`src/rtl/gray_pkg.sv`:
```
// rtl/gray_pkg.sv - shared Gray/binary conversion helpers and default width
// Functions work on a 32-bit container; callers zero-extend narrower values
// and truncate the result. Zero upper bits leave the lower-bit results unchanged.
package gray_pkg;

  localparam int GRAY_N_DEFAULT = 4;

  function automatic logic [31:0] bin2gray(input logic [31:0] b);
    return b ^ (b >> 1);
  endfunction

  // Prefix XOR from the MSB down: bin[i] = ^gray[31:i].
  function automatic logic [31:0] gray2bin(input logic [31:0] g);
    logic [31:0] b;
    b[31] = g[31];
    for (int i = 30; i >= 0; i--) begin
      b[i] = b[i+1] ^ g[i];
    end
    return b;
  endfunction

endpackage

```
`src/rtl/gray2bin_nbits.sv`:
```
// rtl/gray2bin_nbits.sv - combinational N-bit Gray to binary converter
// Ports:
//   gray_i  in  N  Gray-coded value
//   bin_o   out N  binary equivalent (prefix XOR from the MSB)
module gray2bin_nbits #(
  parameter int N = 4
) (
  input  logic [N-1:0] gray_i,
  output logic [N-1:0] bin_o
);

  for (genvar i = 0; i < N; i++) begin : g_bit
    assign bin_o[i] = ^gray_i[N-1:i];
  end

endmodule

```
`src/rtl/gray_updown_counter_nbits.sv`:
```
// rtl/gray_updown_counter_nbits.sv - N-bit up/down Gray counter with load and wrap/saturate
// Ports:
//   clk       in   1  rising-edge clock
//   rst       in   1  synchronous active-high reset (highest priority)
//   clk_en    in   1  step enable
//   up        in   1  1 = count up, 0 = count down
//   load      in   1  synchronous load strobe (beats clk_en)
//   load_val  in   N  Gray-coded value to load
//   gray_out  out  N  Gray view of the count register
//   bin_out   out  N  binary view of the count register
//   at_max    out  1  count is all ones
//   at_min    out  1  count is zero
//   wrap      out  1  one-cycle pulse after a step that wrapped
module gray_updown_counter_nbits
  import gray_pkg::*;
#(
  parameter int          N        = GRAY_N_DEFAULT,
  parameter bit          SATURATE = 1'b0,
  parameter logic [N-1:0] RST_GRAY = '0
) (
  input  logic         clk,
  input  logic         rst,
  input  logic         clk_en,
  input  logic         up,
  input  logic         load,
  input  logic [N-1:0] load_val,
  output logic [N-1:0] gray_out,
  output logic [N-1:0] bin_out,
  output logic         at_max,
  output logic         at_min,
  output logic         wrap
);

  localparam logic [N-1:0] RST_BIN = N'(gray2bin(32'(RST_GRAY)));

  logic [N-1:0] cnt_q, cnt_d;
  logic         wrap_q, wrap_d;
  logic [N-1:0] load_bin;

  gray2bin_nbits #(.N(N)) u_load_g2b (
    .gray_i (load_val),
    .bin_o  (load_bin)
  );

  // Terminal flags decode the register only, so no input reaches an output.
  assign at_max   = (cnt_q == {N{1'b1}});
  assign at_min   = (cnt_q == '0);
  assign gray_out = cnt_q ^ (cnt_q >> 1);
  assign bin_out  = cnt_q;
  assign wrap     = wrap_q;

  always_comb begin
    cnt_d  = cnt_q;
    wrap_d = 1'b0;
    if (load) begin
      cnt_d = load_bin;
    end else if (clk_en) begin
      if (up) begin
        if (!(at_max && SATURATE)) begin
          cnt_d  = cnt_q + N'(1);
          wrap_d = at_max;
        end
      end else begin
        if (!(at_min && SATURATE)) begin
          cnt_d  = cnt_q - N'(1);
          wrap_d = at_min;
        end
      end
    end
  end

  always_ff @(posedge clk) begin
    if (rst) begin
      cnt_q  <= RST_BIN;
      wrap_q <= 1'b0;
    end else begin
      cnt_q  <= cnt_d;
      wrap_q <= wrap_d;
    end
  end

endmodule
```
`config.mk`:
```
export PLATFORM = sky130hd
export DESIGN_NAME = gray_updown_counter_nbits
export DESIGN_NICKNAME = d
export VERILOG_FILES = /design/src/rtl/gray_pkg.sv /design/src/rtl/gray2bin_nbits.sv /design/src/rtl/gray_updown_counter_nbits.sv
export SDC_FILE = /design/constraint.sdc
export NUM_CORES = 1
export LEC_CHECK = 0
export BUFFER_PORTS_ARGS = -buffer_cell sky130_fd_sc_hd__buf_4
export CORE_AREA = 5 5 42 44
export DETAILED_ROUTE_END_ITERATION = 10
export DIE_AREA = 0 0 47 49
export GPL_TIMING_DRIVEN = 0
export RECOVER_POWER = 25
export SYNTH_ARGS = -nofsm -noshare
export SYNTH_HDL_FRONTEND = slang
export SYNTH_HIERARCHICAL = 1
export SYNTH_SLANG_ARGS = --single-unit
```
`constraint.sdc`:
```
create_clock -name clk -period 3.7 [get_ports clk]
set_input_delay 0.185 -clock clk [delete_from_list [all_inputs] [get_ports clk]]
set_output_delay 0.185 -clock clk [all_outputs]
set_load 0.01 [all_outputs]
```
==> results of run 1 <==
[worst max-delay path: stages (launching register included)]
cell and delay (ns):
dfxtp_1 0.50, fa_1 0.48, mux2_2 0.28, mux2i_1 0.13, nor2_1 0.05
[how the worst max path moves through the flow]
stage / end / slack (ns) / cells after the start
5_1_grt: bin_out[1] / 2.08 / 4
4_1_cts: bin_out[1] / 2.14 / 4
3_3_place_gp: bin_out[1] / 2.16 / 4
2_1_floorplan: bin_out[1] / 2.26 / 4
6_report: bin_out[1] / 2.15 / 4
3_5_place_dp: bin_out[1] / 2.15 / 4
[stage by stage]
| step | setup slack, ns | area, sq um | total power, mW | std cells | util |
|---|---|---|---|---|---|
| global placement | 2.16 | 619 | 0.167 | 83 | 0.442 |
| finish | 2.15 | 634 | 0.227 | 87 | 0.453 |
| global route | 2.08 | 634 | 0.252 | 87 | 0.453 |
| CTS | 2.14 | 646 | 0.235 | 87 | 0.461 |
| detailed placement | 2.15 | 619 | 0.170 | 83 | 0.442 |
| floorplan | 2.26 | 464 | 0.126 | 49 | - |
[layer usage]
metal | GRT usage | vias to the layer above | share of wire
met5 | 0 | - | 0
met4 | 0.0553 | 0 | 0
met3 | 0.0480 | 0 | 0.091
met2 | 0.170 | 17 | 0.49
met1 | 0.117 | 176 | 0.42
li1 | - | 205 | -
[where the power goes]
part	total, mW	internal [mW]	switching, mW
logic	0.0949	0.0521	0.0428
clock network	0.0615	0.0407	0.0209
registers	0.0710	0.0597	0.0113
total	0.227	0.152	0.0749
[final cells by class]
type                    count  area (sq um)  share of cell area
plain buffers               3          26.3              0.0414
clock buffers               4          26.3              0.0414
repair buffers             18           124               0.195
inverters                   5          18.8              0.0296
flip-flops and latches      5           100               0.158
multi-input cells          36           319               0.503
well taps                  16          20.0              0.0316
[registers in the layout, indices dropped and copies added (netlist names)]
name	count
bin_out	4
wrap	1
[synthesized netlist by cell type, drive strengths merged]
| cell | count | area, sq um |
|---|---|---|
| fa | 1 | 20.0 |
| nor3b | 1 | 7.51 |
| o32ai | 1 | 16.3 |
| and2 | 2 | 12.5 |
| a211o | 1 | 10.0 |
| and3 | 1 | 6.26 |
| xnor2 | 3 | 26.3 |
| ha | 6 | 75.1 |
| or3b | 1 | 8.76 |
| inv | 5 | 18.8 |
| dfxtp | 5 | 100 |
| nand3 | 1 | 5.00 |
| buf | 3 | 26.3 |
| nor2 | 4 | 15.0 |
| mux2i | 3 | 30.0 |
| a21oi | 4 | 20.0 |
| mux2 | 1 | 11.3 |
| nand2 | 1 | 3.75 |
| xor2 | 5 | 51.3 |
[logic make-up (layout without fill, tap and decap cells)]
family / after synthesis / in the layout
buffers and inverters: 8 / 30
DFF: 5 / 5
xor gates and xnor gates: 8 / 8
AOI/OAI and AO/OA: 6 / 6
adders and majority gates: 7 / 7
muxes: 4 / 4
and+or+nand+nor: 11 / 11
==> impl_metrics.tcl, run 1 <==
set metrics [dict create \
    whs_ns 0.140 \
    part_of_the_yosys_area_used_for_sequential_elements 0.216 \
    tritoncts "built" \
    worstMarginPinSlew_ns 0.320 \
    grt_start_max_net_pins 8 \
    floorplan.die.width_um 47 \
    detail-route-antenna-nets 0 \
    synth_xor_area_frac 0.167 \
    final_layout_size_suffix_gt1_frac 0.352 \
    synthMuxAreaShare 0.0889 \
    drtIter0Drc 3 \
    drt-vias-per-instance 4.57 \
    cts-buffers-inserted 3 \
    floorplan.die_area_sq_um 2300 \
    timing.final.max_slew_violations 0 \
    numClockSinks 5 \
    synth_cell_type_count 21 \
    antenna_found_initial 0 \
    most-common-layout-cells "buf_4 (17), ha_1 (6), inv_1 (5), dfxtp_1 (5)" \
    run_status "finished clean" \
    grt_pass1_wl_um 1770 \
    design.portCount 20 \
    report.final.hold_viol_count 0 \
    final.setup.tns_ns 0 \
    die_height_um 49 \
    globalRoute.totalOverflow 0 \
    io_buffers 18 \
    final_common_cell "buf_4" \
    hpwlAfterDp_um 830 \
    syn-mean-instance-area_sq_um 9.47 \
    hp-class "input port to flop" \
    cts-resized-gates 0 \
    register_to_register_setup_slack_ns 2.15 \
    final_min_period_over_clock_period 0.420 \
    critPathCaptureType "flop" \
    gpl.final_weighted_congestion 0.746 \
    first_global_vias 414 \
    detailedRoute.firstPassIterationCount 2 \
    synth_area_sq_um 464 \
    worstSetupPathType "flop to flop" \
    required_ns 3.83 \
    core_region_sq_um 1400 \
    ir_worst_vdd_mv 0.283 \
    htree_num_levels 1 \
    cts_root_buf "clkbuf_4" \
    max-cap-violations 0 \
    number_of_antenna_diodes 0 \
    grt.total_usage 0.108 \
    synth_cells 49 \
    yosysWarningCount 6 \
    count_of_state_elements_after_synthesis 5 \
    num_rows 14 \
    nNetsFinal 88 \
    rr_worst_depth 4 \
    flow.area_growth_from_synthesis_pct 36.7 \
    holdBufCountCts 0 \
    final.setup_skew_ns 0.00225 \
    maxSlewHeadroom 0.787 \
    synth_nets 65 \
    drcViolationCount 0 \
    finalCriticalPeriod_ns 1.55 \
    rr_endpoint "bin_out[1]" \
    adder_and_majority_cell_fraction_of_the_synthesized_area 0.205 \
    worst-endpoint-arrival_ns 1.68 \
    setup_viol 0 \
    drt-wirelength-per-cell_um 11.6 \
    finalWirelength_um 1010 \
    vias 398 \
    leakage_power_figure_nw 0.316 \
    worstSetupStartpointType "flop" \
    initial_utilization 0.331 \
    min-delay-start "rst" \
    synthSimpleGateAreaFrac 0.127 \
    cts_setup_buffers 0 \
    r2r_start "bin_out[1]" \
    worstHoldPathCells 2 \
    n_fill_cell 148 \
    critPathMaxFanout 7 \
    synth_top_family_by_area "adder cells" \
    ctsLongestPathBuffers 2 \
    synth_compound_area_frac 0.0997 \
    power-per-cell-area_nw_per_um2 358 \
    setup_crit_start "bin_out[1]" \
    clkTransAtPathRegs_ns 0.04 \
    worst_skew_pair.late_latency_ns 0.24 \
    min_delay_worst_endpoint "bin_out[0]" \
    unrepaired_setup_endpoints_after_global_routing "false" \
    fmax_mhz 644 \
]
Note: power is estimated with default switching activity, not from simulation.
==> run 2: changes to the inputs <==
==> constraint.sdc (replaced) <==
create_clock -name clk -period 1.3 [get_ports clk]
set_input_delay 0.065 -clock clk [delete_from_list [all_inputs] [get_ports clk]]
set_output_delay 0.065 -clock clk [all_outputs]
set_load 0.01 [all_outputs]
==> run 2 against run 1 <==
Net effect:
- the run now ends with setup timing left
- via count rose by 1.5%
- global-route usage fell by 1.1 points
- first-iteration DRC count rose by 33%
- clock skew rose by 0.0027 ns
- clock power rose to 2.8 times the previous value
- utilization rose by 4.1 points
- hold slack got worse by 0.13 ns
- wire length fell by 0.30%
- critical path depth did not move
- critical path type unchanged
- highest routed layer unchanged
==> impl_metrics.tcl, run 2 (synthesis results as in run 1) <==
set metrics [dict create \
    run_status "finished with violations" \
    failed_checks "setup timing" \
    grt_pass1_wl_um 1630 \
    netSwitchingPower_uw 219 \
    detail-route-antenna-nets 0 \
    power.internal_uw 464 \
    unrepaired_setup_endpoints_after_global_routing "true" \
    gpl.final_weighted_congestion 0.708 \
    nNetsFinal 90 \
    critPathCaptureType "flop" \
    share_clk_of_total_power 0.256 \
    critPathBufInv 0 \
    worstSetupStartpointType "flop" \
    grt_start_max_net_pins 8 \
    design.portCount 20 \
    worst_skew_pair.late_latency_ns 0.24 \
    num_rows 14 \
    finalWirelength_um 1000 \
    final_critical_path_setup_slack_ns -0.0447 \
    io_buffers 18 \
    flow.area_growth_from_synthesis_pct 49.1 \
    vias 404 \
    finalCriticalPeriod_ns 1.34 \
    detailedRoute.firstPassIterationCount 4 \
    cp_cell_sequence "fa_2 -> mux2_4 -> mux2i_1 -> nor2_1" \
    cts-buffers-inserted 3 \
    combinationalPowerShare 0.460 \
    swShare 0.321 \
    power-per-cell-area_nw_per_um2 987 \
    final_layout_size_suffix_gt1_frac 0.493 \
    core_region_sq_um 1400 \
    final.setup_skew_ns 0.00499 \
    hp-class "input port to flop" \
    initial_utilization 0.331 \
    floorplan.die_area_sq_um 2300 \
    n_fill_cell 146 \
    floorplan.die.width_um 47 \
    whs_ns 0.0146 \
    number_of_flip_flops_under_the_largest_register_name 4 \
    leakage_power_figure_nw 0.338 \
    tritoncts "built" \
    clkTransAtPathRegs_ns 0.04 \
    worst_setup_slack_after_placement_ns -0.123 \
    drtIter0Drc 4 \
    max-cap-violations 0 \
    worstSetupPathType "flop to flop" \
    cp_slowest_stage_delay_ns 0.44 \
    timing.final.max_slew_violations 0 \
    report.final.hold_viol_count 0 \
    final.setup.tns_ns -0.0685 \
    required_ns 1.43 \
    fmax_mhz 744 \
    ctsLongestPathBuffers 2 \
    worst-endpoint-arrival_ns 1.47 \
    holdBufCountCts 0 \
    htree_num_levels 1 \
    final_min_period_over_clock_period 1.03 \
    die_height_um 49 \
    post_layout_nonfiller_instances 89 \
    cts_root_buf "clkbuf_4" \
    grt.total_usage 0.0973 \
    numClockSinks 5 \
    most-common-layout-cells "buf_4 (21), inv_1 (5), ha_1 (5), xor2_1 (4), nor2_1 (4)" \
    report.power.total_uw 683 \
    first_global_vias 376 \
    drt-vias-per-instance 4.54 \
    critPathTopFamily "adder cells" \
    worstMarginPinSlew_ns 0.199 \
    globalRoute.totalOverflow 0 \
    ir_worst_vdd_mv 0.699 \
    antenna_found_initial 0 \
    dp.cells 83 \
    maxSlewHeadroom 0.867 \
    setup_viol 3 \
    power.share.sequential 0.284 \
    critPathMaxFanout 2 \
    number_of_antenna_diodes 0 \
    drt-wirelength-per-cell_um 11.3 \
    drcViolationCount 0 \
    final_common_cell "buf_4" \
    critPathSlowestCell "fa_2" \
]
-- run 2: cell count changes in the layout (fill, tap and decap cells not counted), sizes merged --
cell / delta
buf: +4
clkbuf: -2
-- run 2: routing by layer --
metal | GRT usage | wire, um | vias up
met5 | 0 | 0 | -
met3 | 0.0590 | 125 | 0
met2 | 0.156 | 472 | 19
met4 | 0 | 0 | 0
met1 | 0.117 | 406 | 175
li1 | - | - | 210
-- run 2: power groups by stage --
stage          logic [mW]  clock network [mW]  registers [mW]
6_report            0.314               0.175           0.194
5_1_grt             0.348               0.202           0.197
4_1_cts             0.315               0.189           0.193
3_5_place_dp        0.277                   0           0.210
3_3_place_gp        0.275                   0           0.209
2_1_floorplan       0.157                   0           0.207
-- run 2: final timing paths --
| check | start | depth (start not counted) | endpoint | slack (ns) |
|---|---|---|---|---|
| setup / recovery | bin_out[1] | 4 | bin_out[1] | -0.04 |
| hold / removal | rst | 2 | bin_out[2] | 0.01 |
| setup reg to reg | bin_out[1] | 4 | bin_out[1] | -0.04 |
| hold reg to reg | bin_out[2] | 3 | bin_out[2] | 0.67 |
-- run 2: layout make-up --
cell class	count	area [sq um]	area share
multi-input cells	36	342	0.494
repair buffers	20	146	0.212
flip-flops and latches	5	113	0.163
clock buffers	4	26.3	0.0380
plain buffers	3	26.3	0.0380
well taps	16	20.0	0.0289
inverters	5	18.8	0.0271
-- run 2: through the flow --
stage | instance area (sq um) | utilization
finish | 692 | 0.494
global placement | 631 | 0.450
detailed placement | 631 | 0.450
global route | 692 | 0.494
CTS | 679 | 0.485
floorplan | 475 | -
-- run 2: what timing repair did --
item / 4_1_cts / 5_1_grt
gates resized for setup: 2 / 3
endpoints found under the setup margin: 2 / 7
hold endpoints to repair: 0 / 0
pin swaps: 1 / 1
setup buffers: 2 / 0
==> run 3: changes to the inputs <==
==> constraint.sdc (replaced) <==
create_clock -name clk -period 1.6 [get_ports clk]
set_input_delay 0.08 -clock clk [delete_from_list [all_inputs] [get_ports clk]]
set_output_delay 0.08 -clock clk [all_outputs]
set_load 0.01 [all_outputs]
==> run 3 against run 2 <==
Net effect:
- register-to-register slack gained 0.17 ns
- the flow now finishes without violations
- total power shrank 23%
- via count shrank 1.5%
- critical path type unchanged
- design area shrank 7.4%
- non-clock buffer count shrank 2
- sequential power shrank 14%
- final cell count shrank 2.2%
- combinational power shrank 30%
==> impl_metrics.tcl, run 3 (synthesis results as in run 1) <==
set metrics [dict create \
    run_status "finished clean" \
    setup_viol 0 \
    register_to_register_setup_slack_ns 0.12 \
    finalWirelength_um 1000 \
    vias 398 \
    required_ns 1.76 \
    grt_start_max_net_pins 8 \
    worst_setup_slack_after_placement_ns 0.0524 \
    rr_endpoint "bin_out[2]" \
    drt-wirelength-per-cell_um 11.5 \
    design.portCount 20 \
    leakage_power_figure_nw 0.320 \
    critPathBufInv 0 \
    die_height_um 49 \
    final.setup.tns_ns 0 \
    worstSetupStartpointType "flop" \
    drcViolationCount 0 \
    drt-vias-per-instance 4.57 \
    number_of_antenna_diodes 0 \
    drtIter0Drc 3 \
    htree_num_levels 1 \
    r2r_start "bin_out[2]" \
    cts_setup_buffers 0 \
    unrepaired_setup_endpoints_after_global_routing "false" \
    cts-buffers-inserted 3 \
    numClockSinks 5 \
    detail-route-antenna-nets 0 \
    number_of_flip_flops_under_the_largest_register_name 4 \
    finalCriticalPeriod_ns 1.48 \
    report.final.hold_viol_count 0 \
    power-per-cell-area_nw_per_um2 825 \
    final_critical_path_setup_slack_ns 0.124 \
    critPathTopFamily "compound AO/OA/AOI/OAI gates" \
    ir_worst_vdd_mv 0.657 \
    cp-endpoint "bin_out[2]" \
    first_global_vias 414 \
    fmax_mhz 677 \
    floorplan.die_area_sq_um 2300 \
    setup_crit_start "bin_out[2]" \
    ctsLongestPathBuffers 2 \
    maxSlewHeadroom 0.829 \
    floorplan.die.width_um 47 \
    max-cap-violations 0 \
    num_rows 14 \
    final_min_period_over_clock_period 0.923 \
    clkTransAtPathRegs_ns 0.04 \
    io_buffers 18 \
    whs_ns 0.0279 \
    grt.total_usage 0.108 \
    cp_slowest_stage_delay_ns 0.45 \
    globalRoute.totalOverflow 0 \
    worstMarginPinSlew_ns 0.256 \
    tritoncts "built" \
    final_common_cell "buf_4" \
    critPathCaptureType "flop" \
    cts_root_buf "clkbuf_4" \
    nNetsFinal 88 \
    core_region_sq_um 1400 \
    levels_on_crit_path 4 \
    worst_skew_pair.late_latency_ns 0.24 \
    hpwlAfterDp_um 830 \
    rr_worst_depth 4 \
    initial_utilization 0.331 \
    antenna_found_initial 0 \
    hp-class "input port to flop" \
    critPathSlowestCell "dfxtp_1" \
    final_layout_size_suffix_gt1_frac 0.394 \
    grt_pass1_wl_um 1770 \
    cp_cell_sequence "ha_1 -> xnor2_1 -> a211o_2 -> a21oi_1" \
    detailedRoute.firstPassIterationCount 2 \
    final.setup_skew_ns 0.00217 \
    timing.final.max_slew_violations 0 \
    worstSetupPathType "flop to flop" \
    most-common-layout-cells "buf_4 (18), ha_1 (6), inv_1 (5)" \
    critPathMaxFanout 6 \
    worst-endpoint-arrival_ns 1.64 \
    gpl.final_weighted_congestion 0.746 \
    flow.area_growth_from_synthesis_pct 38.0 \
]
==> run 3: per-stage QoR <==
step / util / instances / area [sq um] / total power, mW
floorplan: - / 49 / 464 / 0.292
global placement: 0.442 / 83 / 619 / 0.387
detailed placement: 0.442 / 83 / 619 / 0.393
CTS: 0.461 / 87 / 646 / 0.543
global route: 0.457 / 87 / 641 / 0.586
finish: 0.457 / 87 / 641 / 0.529
==> run 3: repair_timing <==
item,CTS,global route
hold buffers,0,0
resized for setup,0,2
endpoints found under the setup margin,0,1
==> run 3: worst register-to-register path, stage by stage (launching register included) <==
cell and delay, ns:
dfxtp_1 0.45, ha_1 0.32, xnor2_1 0.14, a211o_2 0.33
a21oi_1 0.15
==> run 3: where the power goes <==
part	switching (mW)	total (mW)	leakage, nW	internal [mW]
Clock	0.0483	0.142	0.0150	0.0941
Combinational	0.0988	0.220	0.263	0.122
Sequential	0.0261	0.166	0.0419	0.140
==> run 3: worst min-delay path by stage <==
stage / end / startpoint / slack [ns] / cells past startpoint
floorplan: bin_out[2] / rst / 0.15 / 1
global placement: bin_out[0] / rst / 0.29 / 2
detailed placement: bin_out[0] / rst / 0.28 / 2
CTS: bin_out[0] / rst / 0.03 / 2
global route: bin_out[0] / rst / 0.02 / 2
finish: bin_out[0] / rst / 0.03 / 2
==> run 3: routing by layer <==
layer  vias to the layer above  share of wire  global-route usage
li1                        205              -                   -
met1                       176           0.41               0.117
met5                         -              0                   0
met2                        17           0.49               0.170
met4                         0              0              0.0553
met3                         0          0.099              0.0480
==> run 3: layout make-up <==
| type | instances | area, sq um |
|---|---|---|
| clock buffers | 4 | 26.3 |
| well taps | 16 | 20.0 |
| fillers | 146 | 761 |
| flip-flops and latches | 5 | 103 |
| repair buffers | 18 | 128 |
| multi-input cells | 36 | 319 |
| inverters | 5 | 18.8 |
| plain buffers | 3 | 26.3 |
